`src/rtl/input_conditioner_pkg.sv`:
```
// input_conditioner_pkg: default sizes and debounce counter width helper shared by the conditioner files
package input_conditioner_pkg;
  localparam int N_KEY_DEF = 3;
  localparam int N_SW_DEF = 9;
  localparam int DB_CYCLES_DEF = 500000;
  function automatic int cnt_w(input int n);
    return n < 2 ? 1 : $clog2(n);
  endfunction
endpackage

```
`src/rtl/input_conditioner_if.sv`:
```
// input_conditioner_if: raw pins in (key_n_i, sw_i) and conditioned levels/pulses out (key_n_o, sw_o, key_press_o, key_release_o, sw_change_o)
interface input_conditioner_if import input_conditioner_pkg::*; #(
  parameter int N_KEY = N_KEY_DEF,
  parameter int N_SW = N_SW_DEF
);
  logic [N_KEY-1:0] key_n_i, key_n_o, key_press_o, key_release_o;
  logic [N_SW-1:0] sw_i, sw_o, sw_change_o;
  modport master (output key_n_i, sw_i, input key_n_o, sw_o, key_press_o, key_release_o, sw_change_o);
  modport slave (input key_n_i, sw_i, output key_n_o, sw_o, key_press_o, key_release_o, sw_change_o);
endinterface

```
`src/rtl/input_conditioner_debounce_bit.sv`:
```
// debounce_bit: one channel (clk, rst_n, raw d) -> 2-flop sync, counter debounce, stable level q, one-cycle rise/fall pulses
module debounce_bit import input_conditioner_pkg::*; #(
  parameter int DB_CYCLES = DB_CYCLES_DEF,
  parameter logic RESET_VAL = 1'b0
) (
  input  logic clk,
  input  logic rst_n,
  input  logic d,
  output logic q,
  output logic rise,
  output logic fall
);
  localparam int CW = cnt_w(DB_CYCLES);
  localparam logic [CW-1:0] C_MAX = CW'(DB_CYCLES - 1);
  logic [1:0] sync;
  logic [CW-1:0] c;
  logic s, upd;
  assign s = sync[1];
  assign upd = (s != q) && (c == C_MAX);
  // pulses are registered alongside q so they assert in the cycle q changes
  always_ff @(posedge clk or negedge rst_n)
    if (!rst_n) begin
      sync <= {2{RESET_VAL}};
      c <= '0;
      q <= RESET_VAL;
      rise <= 1'b0;
      fall <= 1'b0;
    end else begin
      sync <= {sync[0], d};
      c <= (s == q || upd) ? '0 : c + 1'b1;
      q <= upd ? s : q;
      rise <= upd & s;
      fall <= upd & ~s;
    end
endmodule

```
`src/rtl/input_conditioner.sv`:
```
// input_conditioner: clk_clk, reset_reset_n, io (slave) -> per-bit debounced key/switch levels with press/release/change pulses
module input_conditioner import input_conditioner_pkg::*; #(
  parameter int N_KEY = N_KEY_DEF,
  parameter int N_SW = N_SW_DEF,
  parameter int DB_CYCLES = DB_CYCLES_DEF
) (
  input logic clk_clk,
  input logic reset_reset_n,
  input_conditioner_if.slave io
);
  logic [N_KEY-1:0] key_q, key_rise, key_fall;
  logic [N_SW-1:0] sw_q, sw_rise, sw_fall;
  for (genvar i = 0; i < N_KEY; i++) begin : g_key
    debounce_bit #(.DB_CYCLES(DB_CYCLES), .RESET_VAL(1'b1)) u_db (
      .clk(clk_clk), .rst_n(reset_reset_n), .d(io.key_n_i[i]),
      .q(key_q[i]), .rise(key_rise[i]), .fall(key_fall[i])
    );
  end
  for (genvar j = 0; j < N_SW; j++) begin : g_sw
    debounce_bit #(.DB_CYCLES(DB_CYCLES), .RESET_VAL(1'b0)) u_db (
      .clk(clk_clk), .rst_n(reset_reset_n), .d(io.sw_i[j]),
      .q(sw_q[j]), .rise(sw_rise[j]), .fall(sw_fall[j])
    );
  end
  assign io.key_n_o = key_q;
  assign io.key_press_o = key_fall;
  assign io.key_release_o = key_rise;
  assign io.sw_o = sw_q;
  assign io.sw_change_o = sw_rise | sw_fall;
endmodule
```
`src/flat_wrapper.sv`:
```
// flat-port wrapper written by rule: the top's interface ports become plain ports
module input_conditioner_flat import input_conditioner_pkg::*;
#(
  parameter int N_KEY = N_KEY_DEF,
  parameter int N_SW = N_SW_DEF,
  parameter int DB_CYCLES = DB_CYCLES_DEF
)
  (clk_clk, reset_reset_n, io_key_n_i, io_sw_i, io_key_n_o, io_sw_o, io_key_press_o, io_key_release_o, io_sw_change_o);
  input_conditioner_if #(.N_KEY(N_KEY), .N_SW(N_SW)) io_i ();
  input logic clk_clk;
  input logic reset_reset_n;
  input wire logic [$bits(io_i.key_n_i)-1:0] io_key_n_i;
  input wire logic [$bits(io_i.sw_i)-1:0] io_sw_i;
  output wire logic [$bits(io_i.key_n_o)-1:0] io_key_n_o;
  output wire logic [$bits(io_i.sw_o)-1:0] io_sw_o;
  output wire logic [$bits(io_i.key_press_o)-1:0] io_key_press_o;
  output wire logic [$bits(io_i.key_release_o)-1:0] io_key_release_o;
  output wire logic [$bits(io_i.sw_change_o)-1:0] io_sw_change_o;
  assign io_i.key_n_i = io_key_n_i;
  assign io_i.sw_i = io_sw_i;
  assign io_key_n_o = io_i.key_n_o;
  assign io_sw_o = io_i.sw_o;
  assign io_key_press_o = io_i.key_press_o;
  assign io_key_release_o = io_i.key_release_o;
  assign io_sw_change_o = io_i.sw_change_o;
  input_conditioner #(.N_KEY(N_KEY), .N_SW(N_SW), .DB_CYCLES(DB_CYCLES)) u_core (.clk_clk(clk_clk), .reset_reset_n(reset_reset_n), .io(io_i));
endmodule
```
`config.mk`:
```
export PLATFORM = sky130hd
export DESIGN_NAME = input_conditioner_flat
export DESIGN_NICKNAME = d
export VERILOG_FILES = /design/src/rtl/input_conditioner_pkg.sv /design/src/rtl/input_conditioner_if.sv /design/src/rtl/input_conditioner_debounce_bit.sv /design/src/rtl/input_conditioner.sv /design/src/flat_wrapper.sv
export SDC_FILE = /design/constraint.sdc
export NUM_CORES = 1
export LEC_CHECK = 0
export BUFFER_PORTS_ARGS = -buffer_cell sky130_fd_sc_hd__buf_2
export CORE_ASPECT_RATIO = 0.5
export CORE_UTILIZATION = 45
export CTS_CLUSTER_DIAMETER = 120
export DETAILED_ROUTE_END_ITERATION = 10
export GPL_TIMING_DRIVEN = 0
export HOLD_SLACK_MARGIN = 0.12
export PLACE_DENSITY = 0.67
export SLEW_MARGIN = 20
export SYNTH_ARGS = -nofsm -noshare
export SYNTH_HDL_FRONTEND = slang
export SYNTH_SLANG_ARGS = --single-unit
```
`constraint.sdc`:
```
create_clock -name clk_clk -period 2.7 [get_ports clk_clk]
set_input_delay 0.81 -clock clk_clk [delete_from_list [all_inputs] [get_ports clk_clk]]
set_output_delay 0.81 -clock clk_clk [all_outputs]
set_load 0.02 [all_outputs]
```
# Yosys cells after proc, flatten, opt, wreduce, memory -nomap -nowiden
# Cells that the tools add are included.
# totals
reg_bits	288
latchBits	0
mem_bits_rw	0
mem_bits_ro	0
input_bits	14
output_inout_bits	27
elab_cells	181
memories	0
# classes
n_addsub	12
mul	0
div	0
n_lt_le_gt_ge	0
n_eq_ne	36
shifts	0
n_mux	12
bitwise	37
reduce_logical	24
# op_table
operator	n
adder 19 x 1 -> 19 bit, second input constant	12
== test 19 bit, second input constant	12
two-way mux 19 bit	12
bitwise AND 1 bit	24
== test 1 bit	12
logical AND 1 bit	12
logical OR 1 bit	12
inequality test 1 bit	12
inverter 1 bit	12
bitwise OR 9 bit	1

# Depth between registers and ports, before layout
# Gate-level depths: netlist of run 1.
# logic_depth
ltp_word	4
ltp_mapped	6
depth_no_buf	5

# Modules after synthesis
# From an unflattened synthesis of run 1, not the netlist that was laid out.
# unflattened
cells_unflattened	1295
area_unflattened_um2	13943.4
# by_module_without_submodules
module	instances	cells_per_inst	area_per_inst_um2	seq_area_each_um2
debounce_bit (u_core.g_sw[0].u_db ...)	8	107	1156.1	600.6
debounce_bit (u_core.g_key[0].u_db ...)	3	107	1159.9	604.3
debounce_bit (u_core.g_sw[3].u_db)	1	109	1158.6	600.6
input_conditioner	1	9	56.3	0.0

# Worst setup path after synthesis of run 1
# OpenSTA, ideal clock, no wires.
# synth_timing
kind	register to register
from	register u_core.g_sw[0].u_db.c[0]
to	register u_core.g_sw[0].u_db.q
setup_ns	0.125
t_arrival_ns	1.808
required_time_ns	2.575
path_slack_ns	0.767
stages_incl_launch_ff	6
path_buffers	1
synth_period_minus_slack_ns	1.933
path_cell_list	dfrtp_1 ha_1 nand4_1 or4_1 clkbuf_1 mux2_4
# synth_between
elab_chain_len	2
# synth_lines
item	line_no	rtl
start: declaration	input_conditioner_debounce_bit.sv:16	logic [CW-1:0] c;
start signal: assignment	input_conditioner_debounce_bit.sv:30	c <= (s == q || upd) ? '0 : c + 1'b1;
== test 19 bit	input_conditioner_debounce_bit.sv:19	assign upd = (s != q) && (c == C_MAX);
logical AND 1 bit	input_conditioner_debounce_bit.sv:19	
end signal: assignment	input_conditioner_debounce_bit.sv:31	q <= upd ? s : q;
end: declaration	input_conditioner_debounce_bit.sv:9	output logic q,
# No other way between the ends.
# A chain may end at the register's enable or synchronous reset.

# Final worst setup path of run 1
# layout_timing
from	register u_core.g_sw[4].u_db.c[0]
to	register u_core.g_sw[4].u_db.c[14]
# layout_between
elab_chain_len	4
elab_cells_between_ends	5
classes_between	add/sub: 1; eq/ne: 1; mux: 1; reduce/logical: 2
# layout_lines
item	line_no
start: declaration	input_conditioner_debounce_bit.sv:16
start signal: assignment	input_conditioner_debounce_bit.sv:30
branches (longest 3 deep; another with adder 19 x 1 -> 19 bit)	-
two-way mux 19 bit *	input_conditioner_debounce_bit.sv:30
# Mark *: on every way between the ends.

==> flow_summary_export.csv, run 1 <==
group,metric,value,unit
place,place_congestion,0.845,
timing,fmax,440,MHz
power_and_ir_drop,p_per_area,562,nW/µm²
finish,num-nets-final,1429,
finish,syn2layout_area_growth,12.2,%
drt,wl_met3,698,µm
drt,wl_met1,11900,µm
finish,multi_input_area,6270,µm²
timing,rsz0062_at_grt,"false",
drt,drt_first_iter_violations,627,
drt,dr_wl_met2,12400,µm
clock_network,clk_latency,0.55,ns
synthesis,syn_area,13800,µm²
place,dpl.hpwl,17000,µm
synthesis,seq_area_frac_synth,52.2,%
setup_path,cp-start-kind,"flip-flop",
place,port_buffers,40,
timing,period_share,84.2,%
floorplanning,row_count,44,
clock_network,post-cts-setup-buffers,0,
drt,wl,25400,µm
timing,slew_violations,0,
synthesis,synth_cell_type_count,52,
run_status,status,"complete, no violations",
clock_network,cts.sinks,288,
setup_path,cp_data_arrival_time,2.70,ns
drt,drc,0,
clock_network,clock-root-buffer,"clkbuf_16",
drt,viasPerCell,5.45,
synthesis,yosysWarnings,0,
floorplanning,die_area,31500,µm²
floorplanning,die_w,250,µm
drt,antenna_left,0,
synthesis,ys_ff_latch,288,
finish,num_antenna_cells,0,
drt,top_layer,"met4",
clock_network,holdBufCountCts,0,
finish,final_core_util,52.4,%
synthesis,synth_fp_nets,1358,
timing,finClkSkew,0.00909,ns
finish,layout-drive-gt1-share,13.5,%
setup_path,r2r_cells,5,
clock_network,cts-resized-gates,0,
synthesis,yosys_most_used_dff,"dfrtp_1",
hold_path,min_path_type,"input pin to asynchronous set/reset pin",
floorplanning,start_util,46.7,%
timing,setup_viol,0,
clock_network,cts_made_buffers,27,
global_route,grt_max_degree,104,
place,place_ws,0.399,ns
global_route,antenna_found_initial,0,
drt,wire_per_inst,14.0,µm
setup_path,crit_path_max_fanout,10,
drt,num_vias,9882,
clock_network,cts_tree,"done",
synthesis,synth_async_sr_flop_share,100,%
global_route,grt_remaining_overflow,0,
global_route,grt_pass1_vias,9719,
clock_network,cts_buffer_depth,3,
clock_network,path_clk_slew,0.06,ns
timing,holdWs,0.261,ns
floorplanning,coreArea,29600,µm²
timing,post-route-min-period,2.27,ns
setup_path,crit_type,"flip-flop to flip-flop",
timing,slew_headroom,53.5,%
global_route,grt_pass1_wl,45000,µm
timing,hold_violations,0,
finish,fillers,2619,
synthesis,synthesis.instances,1332,
synthesis,synth-edff-count,0,
setup_path,end_kind,"flip-flop",
finish,register_area,7220,µm²
synthesis,synth_area_per_cell,10.4,µm²
floorplanning,io_pins,41,
clock_network,htree_levels,1,
global_route,grt_util_all_layers,16.6,%
job,drv_cap,0,
power_and_ir_drop,power.leakage,6.35,nW
setup_path,cp.required,3.13,ns
timing,setup_ws,0.426,ns
floorplanning,die_y,126,µm
drt,first_pass_iters,5,
timing,tightest_slew,0.690,ns
power_and_ir_drop,max-vdd-ir-drop,0.427,mV
-- cells in the mapped netlist (all sizes together), types with 10 or more instances --
library cell / n / share of area [%]
or4: 24 / 1.5
nor3b: 29 / 1.6
and3: 19 / 0.86
and4: 10 / 0.63
inv: 26 / 0.71
o21ai: 25 / 0.90
nand4: 66 / 3.4
nand2: 72 / 2.0
a21oi: 31 / 1.1
or2: 24 / 1.1
nand3: 86 / 3.1
xor2: 58 / 3.7
nor3: 40 / 1.4
or3: 16 / 0.72
buf: 32 / 1.5
ha: 12 / 1.1
dfrtp: 279 / 50
mux2: 12 / 1.1
nor2: 210 / 5.7
nor4: 60 / 2.8
xnor2: 121 / 7.7
-- per-stage QoR --
step / setup TNS [ns] / cell area (µm²) / std cells / power (mW)
5_1_grt: 0 / 15500 / 1813 / 9.06
4_1_cts: 0 / 15500 / 1813 / 8.85
3_3_place_gp: -1227.21 / 14500 / 1763 / 4.78
3_5_place_dp: 0 / 14600 / 1765 / 4.80
6_report: 0 / 15500 / 1813 / 8.72
2_1_floorplan: 0 / 13800 / 1332 / 4.64
-- routing by layer --
layer / up-vias / track usage, %
met1: 4895 / 21.9
li1: 4840 / -
met4: 0 / 3.74
met2: 115 / 28.7
met5: - / 0
met3: 32 / 3.00
-- critical path, stage by stage, from the launching register on --
cell and delay, ns:
dfrtp_1 0.43, ha_1 0.23, nand4_1 0.42, o41ai_4 0.67, buf_2 0.33, nor2_1 0.08
-- where the power goes --
| part | leakage (nW) | internal, mW | switching (mW) |
|---|---|---|---|
| Clock | 0.460 | 2.36 | 1.65 |
| Sequential | 3.92 | 4.38 | 0.0644 |
| Combinational | 1.97 | 0.0823 | 0.181 |
-- layout make-up --
type	instances	share of cell area [%]
plain buffers	40	1.53
inverters	26	0.629
multi-input cells	978	40.4
repair buffers	42	1.71
well taps	391	3.15
clock buffers	36	4.90
clock inverters	12	1.11
flip-flops and latches	288	46.5
-- flip-flops by register name, indices dropped and copies added (netlist names) --
signal and cells:
u_core.g_sw.u_db.c 171, u_core.g_key.u_db.c 57, u_core.g_sw.u_db.sync 18, u_core.g_sw.u_db.fall 9, u_core.g_sw.u_db.q 9, u_core.g_sw.u_db.rise 9, u_core.g_key.u_db.sync 6, u_core.g_key.u_db.fall 3
u_core.g_key.u_db.q 3, u_core.g_key.u_db.rise 3
-- cell families after synthesis --
kind of cell / Yosys count / share of synthesized area (%)
XOR/XNOR: 179 / 11.3
buffers and inverters: 66 / 2.43
AND/OR/NAND/NOR: 690 / 26.9
multiplexers: 21 / 1.76
AO/OA/AOI/OAI: 76 / 4.24
adder cells (fa/ha/maj): 12 / 1.09
flip-flops: 288 / 52.2
-- placed cells by master, fill, tap and decap left out, types with 12 or more instances in the layout --
master and n:
dfrtp_1 279, nor2_1 210, xnor2_1 121, nand3_1 86, nand2_1 72, nor4_1 59, nand4_1 58, xor2_1 58
buf_2 53, nor3_1 40, a21oi_1 31, nor3b_1 29, clkbuf_16 27, inv_1 26, or2_2 23, o21ai_0 22
and3_1 19, buf_4 18, or4_1 17, or3_1 16, ha_1 12
-- path summary, 6_finish.rpt --
check,startpoint,to,slack (ns)
max in group asynchronous,reset_reset_n,u_core.g_key[2].u_db.q,1.48
worst max-delay path,u_core.g_sw[4].u_db.c[0],u_core.g_sw[4].u_db.c[14],0.43
worst min-delay path,reset_reset_n,u_core.g_sw[1].u_db.c[4],0.26
worst max register to register,u_core.g_sw[4].u_db.c[0],u_core.g_sw[4].u_db.c[14],0.43
worst min register to register,u_core.g_sw[0].u_db.sync[0],u_core.g_sw[0].u_db.sync[1],0.35
min in group clk_clk,u_core.g_sw[0].u_db.sync[0],u_core.g_sw[0].u_db.sync[1],0.35
No activity file was read; power rests on OpenSTA's default activity.
==> run 2, diff against run 1 <==
--- a/config.mk
+++ b/config.mk
@@ -5,6 +5,7 @@
 export SDC_FILE = /design/constraint.sdc
 export NUM_CORES = 1
 export LEC_CHECK = 0
+export ABC_AREA = 1
 export BUFFER_PORTS_ARGS = -buffer_cell sky130_fd_sc_hd__buf_2
 export CORE_ASPECT_RATIO = 0.5
 export CORE_UTILIZATION = 45
==> constraint.sdc (replaced) <==
create_clock -name clk_clk -period 2.21 [get_ports clk_clk]
set_input_delay 0.663 -clock clk_clk [delete_from_list [all_inputs] [get_ports clk_clk]]
set_output_delay 0.663 -clock clk_clk [all_outputs]
set_load 0.02 [all_outputs]
==> run 2 against run 1 <==
  * Global-route usage is 0.15 points higher
  * Worst hold slack got worse by 0.047 ns
  * Synthesized cell count increased by 45%
  * Sequential cell count did not move
  * First-iteration DRC count shrank 3.5%
  * Power increased by 18%
  * Count of clock-buffer cells in the layout is 2 lower
  * Largest power group unchanged
==> flow_summary_export.csv, run 2 <==
group,metric,value,unit
setup_path,path_buf_inv,1,
power_and_ir_drop,p_per_area,616,nW/µm²
setup_path,r2r_slack,0.59,ns
timing,slew_violations,0,
synthesis,yosysMostFrequentCell,"nor2_1",
timing,final.setup.tns,0,ns
setup_path,end_kind,"primary output",
clock_network,cts.sinks,288,
floorplanning,coreArea,32300,µm²
clock_network,clk_latency,0.54,ns
power_and_ir_drop,intPower,7.95,mW
setup_path,cp-start-kind,"flip-flop",
timing,finClkSkew,0.0120,ns
finish,fillers,3047,
synthesis,syn_area,15100,µm²
power_and_ir_drop,max-vdd-ir-drop,0.498,mV
synthesis,synth_async_sr_flop_share,100,%
floorplanning,die_w,261,µm
floorplanning,io_pins,41,
setup_path,rr_endpoint,"u_core.g_sw[5].u_db.c[10]",
drt,drc,0,
setup_path,rr_startpoint,"u_core.g_sw[5].u_db.c[0]",
synthesis,yosys_most_used_dff,"dfrtp_1",
synthesis,synth_area_per_cell,7.82,µm²
timing,tightest_slew,0.494,ns
place,place_congestion,0.877,
clock_network,htree_levels,1,
drt,wl,27700,µm
finish,layout_commonest_cell,"nor2_1",
power_and_ir_drop,pwr-share-clk,43.9,%
setup_path,crit_end,"io_sw_change_o[3]",
setup_path,crit_slowest_cell,"dfrtp_1",
clock_network,cts_made_buffers,27,
place,dpl.hpwl,19500,µm
power_and_ir_drop,pwr-share-comb,3.6,%
global_route,grt_remaining_overflow,0,
timing,period_share,91.6,%
synthesis,ys_ff_latch,288,
drt,drt_first_iter_violations,605,
timing,rsz0062_at_grt,"false",
finish,top_regs,"u_core.g_sw.u_db.c (171), u_core.g_key.u_db.c (57), u_core.g_sw.u_db.sync (18)",
setup_path,critical_path.cell_chain,"or2_2 -> buf_2",
synthesis,synth_common_cells,"nor2_1, nand2_1, dfrtp_1",
finish,final_cell_mix,"nor2_1, nand2_1, dfrtp_1",
clock_network,clock-root-buffer,"clkbuf_16",
finish,syn2layout_area_growth,11.2,%
drt,viasPerCell,4.73,
clock_network,path_clk_slew,0.07,ns
finish,layout-drive-gt1-share,9.92,%
drt,first_pass_iters,7,
clock_network,cts_tree,"done",
power_and_ir_drop,power.leakage,7.47,nW
place,port_buffers,40,
power_and_ir_drop,p_switching,2.36,mW
power_and_ir_drop,p_sw_share,22.9,%
global_route,antenna_found_initial,0,
drt,antenna_left,0,
drt,wire_per_inst,11.3,µm
setup_path,cp.depth,2,
timing,slew_headroom,67.0,%
setup_path,r2r_cells,7,
timing,post-route-min-period,2.02,ns
floorplanning,start_util,46.6,%
setup_path,critPathTopFamily,"flip-flops",
synthesis,synthesis.instances,1926,
finish,final_core_util,51.8,%
synthesis,synth_fp_nets,1952,
setup_path,timing.critical_path.slowest_cell_delay,0.36,ns
setup_path,startpoint,"u_core.g_sw[3].u_db.fall",
job,drv_cap,0,
clock_network,cts-resized-gates,0,
finish,num_antenna_cells,0,
run_status,status,"complete, no violations",
synthesis,yosysWarnings,0,
synthesis,synth.area.top_cells,"dfrtp_1, nor2_1, nand2_1, xor2_1, inv_1",
timing,setup_viol,0,
global_route,grt_max_degree,95,
floorplanning,row_count,46,
floorplanning,die_area,34200,µm²
clock_network,cts_buffer_depth,3,
floorplanning,die_y,131,µm
finish,regMostFlops,"u_core.g_sw.u_db.c",
synthesis,synth_top_area_share,46.4,%
hold_path,min_path_type,"input pin to flip-flop",
power_and_ir_drop,finalPower,10.3,mW
synthesis,synth_cell_type_count,27,
setup_path,cp.required,1.55,ns
global_route,grt_pass1_vias,11200,
setup_path,cp_data_arrival_time,1.36,ns
setup_path,crit_type,"flip-flop to primary output",
global_route,grt_pass1_wl,49400,µm
timing,hold_violations,0,
finish,num-nets-final,2025,
drt,num_vias,11600,
synthesis,seq_area_frac_synth,47.9,%
global_route,grt_util_all_layers,16.8,%
finish,largest_reg_flops,171,
synthesis,synth_area_leader_cell,"dfrtp_1",
setup_path,crit_path_max_fanout,1,
synthesis,synth-edff-count,0,
timing,fmax,494,MHz
power_and_ir_drop,power_frac_seq,52.5,%
## run 2: power by group through the flow
stage / clock network, mW / logic [mW] / registers (mW)
2_1_floorplan: 0 / 0.200 / 5.50
3_3_place_gp: 0 / 0.360 / 5.51
3_5_place_dp: 0 / 0.384 / 5.51
4_1_cts: 4.68 / 0.387 / 5.41
5_1_grt: 4.88 / 0.437 / 5.42
6_report: 4.53 / 0.372 / 5.41
## run 2: logic make-up after synthesis
kind of cell | Yosys count | synth area share, %
AO/OA/AOI/OAI | 47 | 1.80
XOR/XNOR | 140 | 8.14
adder cells (fa/ha/maj) | 12 | 0.997
buffers and inverters | 224 | 6.63
flip-flops | 288 | 47.9
AND/OR/NAND/NOR | 1215 | 34.5
## run 2: through the flow
| stage | std cells | area, µm² | worst slack, ns | hold WS (ns) |
|---|---|---|---|---|
| finish | 2448 | 16700 | 0.187 | 0.214 |
| global route | 2448 | 16700 | 0.140 | 0.190 |
| CTS | 2448 | 16700 | 0.149 | 0.190 |
| detailed placement | 2401 | 15900 | 0.327 | 0.335 |
| global placement | 2398 | 15800 | -4.97 | 0.332 |
| floorplan | 1926 | 15100 | 0.836 | 0.331 |
## run 2: worst min-delay path by stage
stage | from | end | slack (ns) | depth (start not counted)
floorplan | u_core.g_sw[0].u_db.sync[0] | u_core.g_sw[0].u_db.sync[1] | 0.33 | 0
global placement | u_core.g_sw[7].u_db.sync[0] | u_core.g_sw[7].u_db.sync[1] | 0.33 | 0
detailed placement | u_core.g_sw[1].u_db.sync[0] | u_core.g_sw[1].u_db.sync[1] | 0.33 | 0
CTS | io_key_n_i[1] | u_core.g_key[1].u_db.sync[0] | 0.19 | 1
global route | io_key_n_i[1] | u_core.g_key[1].u_db.sync[0] | 0.19 | 1
finish | io_key_n_i[1] | u_core.g_key[1].u_db.sync[0] | 0.21 | 1
## run 2: layout make-up
class	instances	area (µm²)	share of cell area, %
Buffer	30	270	1.61
Clock buffer	34	732	4.37
Clock inverter	12	111	0.665
Inverter	194	728	4.35
Multi-Input combinational cell	1414	6840	40.8
Sequential cell	288	7220	43.1
Tap cell	432	541	3.23
Timing Repair Buffer	44	303	1.81
## run 2: layer usage
metal / vias to the layer above / track usage [%] / share of wire [%]
li1: 6068 / - / -
met3: 37 / 2.72 / 3.3
met4: 0 / 3.54 / 1.7
met2: 133 / 27.7 / 46
met5: - / 0 / 0
met1: 5331 / 23.1 / 49
## run 2: repair_timing
| item | in CTS | in global routing |
|---|---|---|
| hold buffers | 1 | 0 |
| hold endpoints to repair | 64 | 0 |
| setup buffers | 0 | 0 |
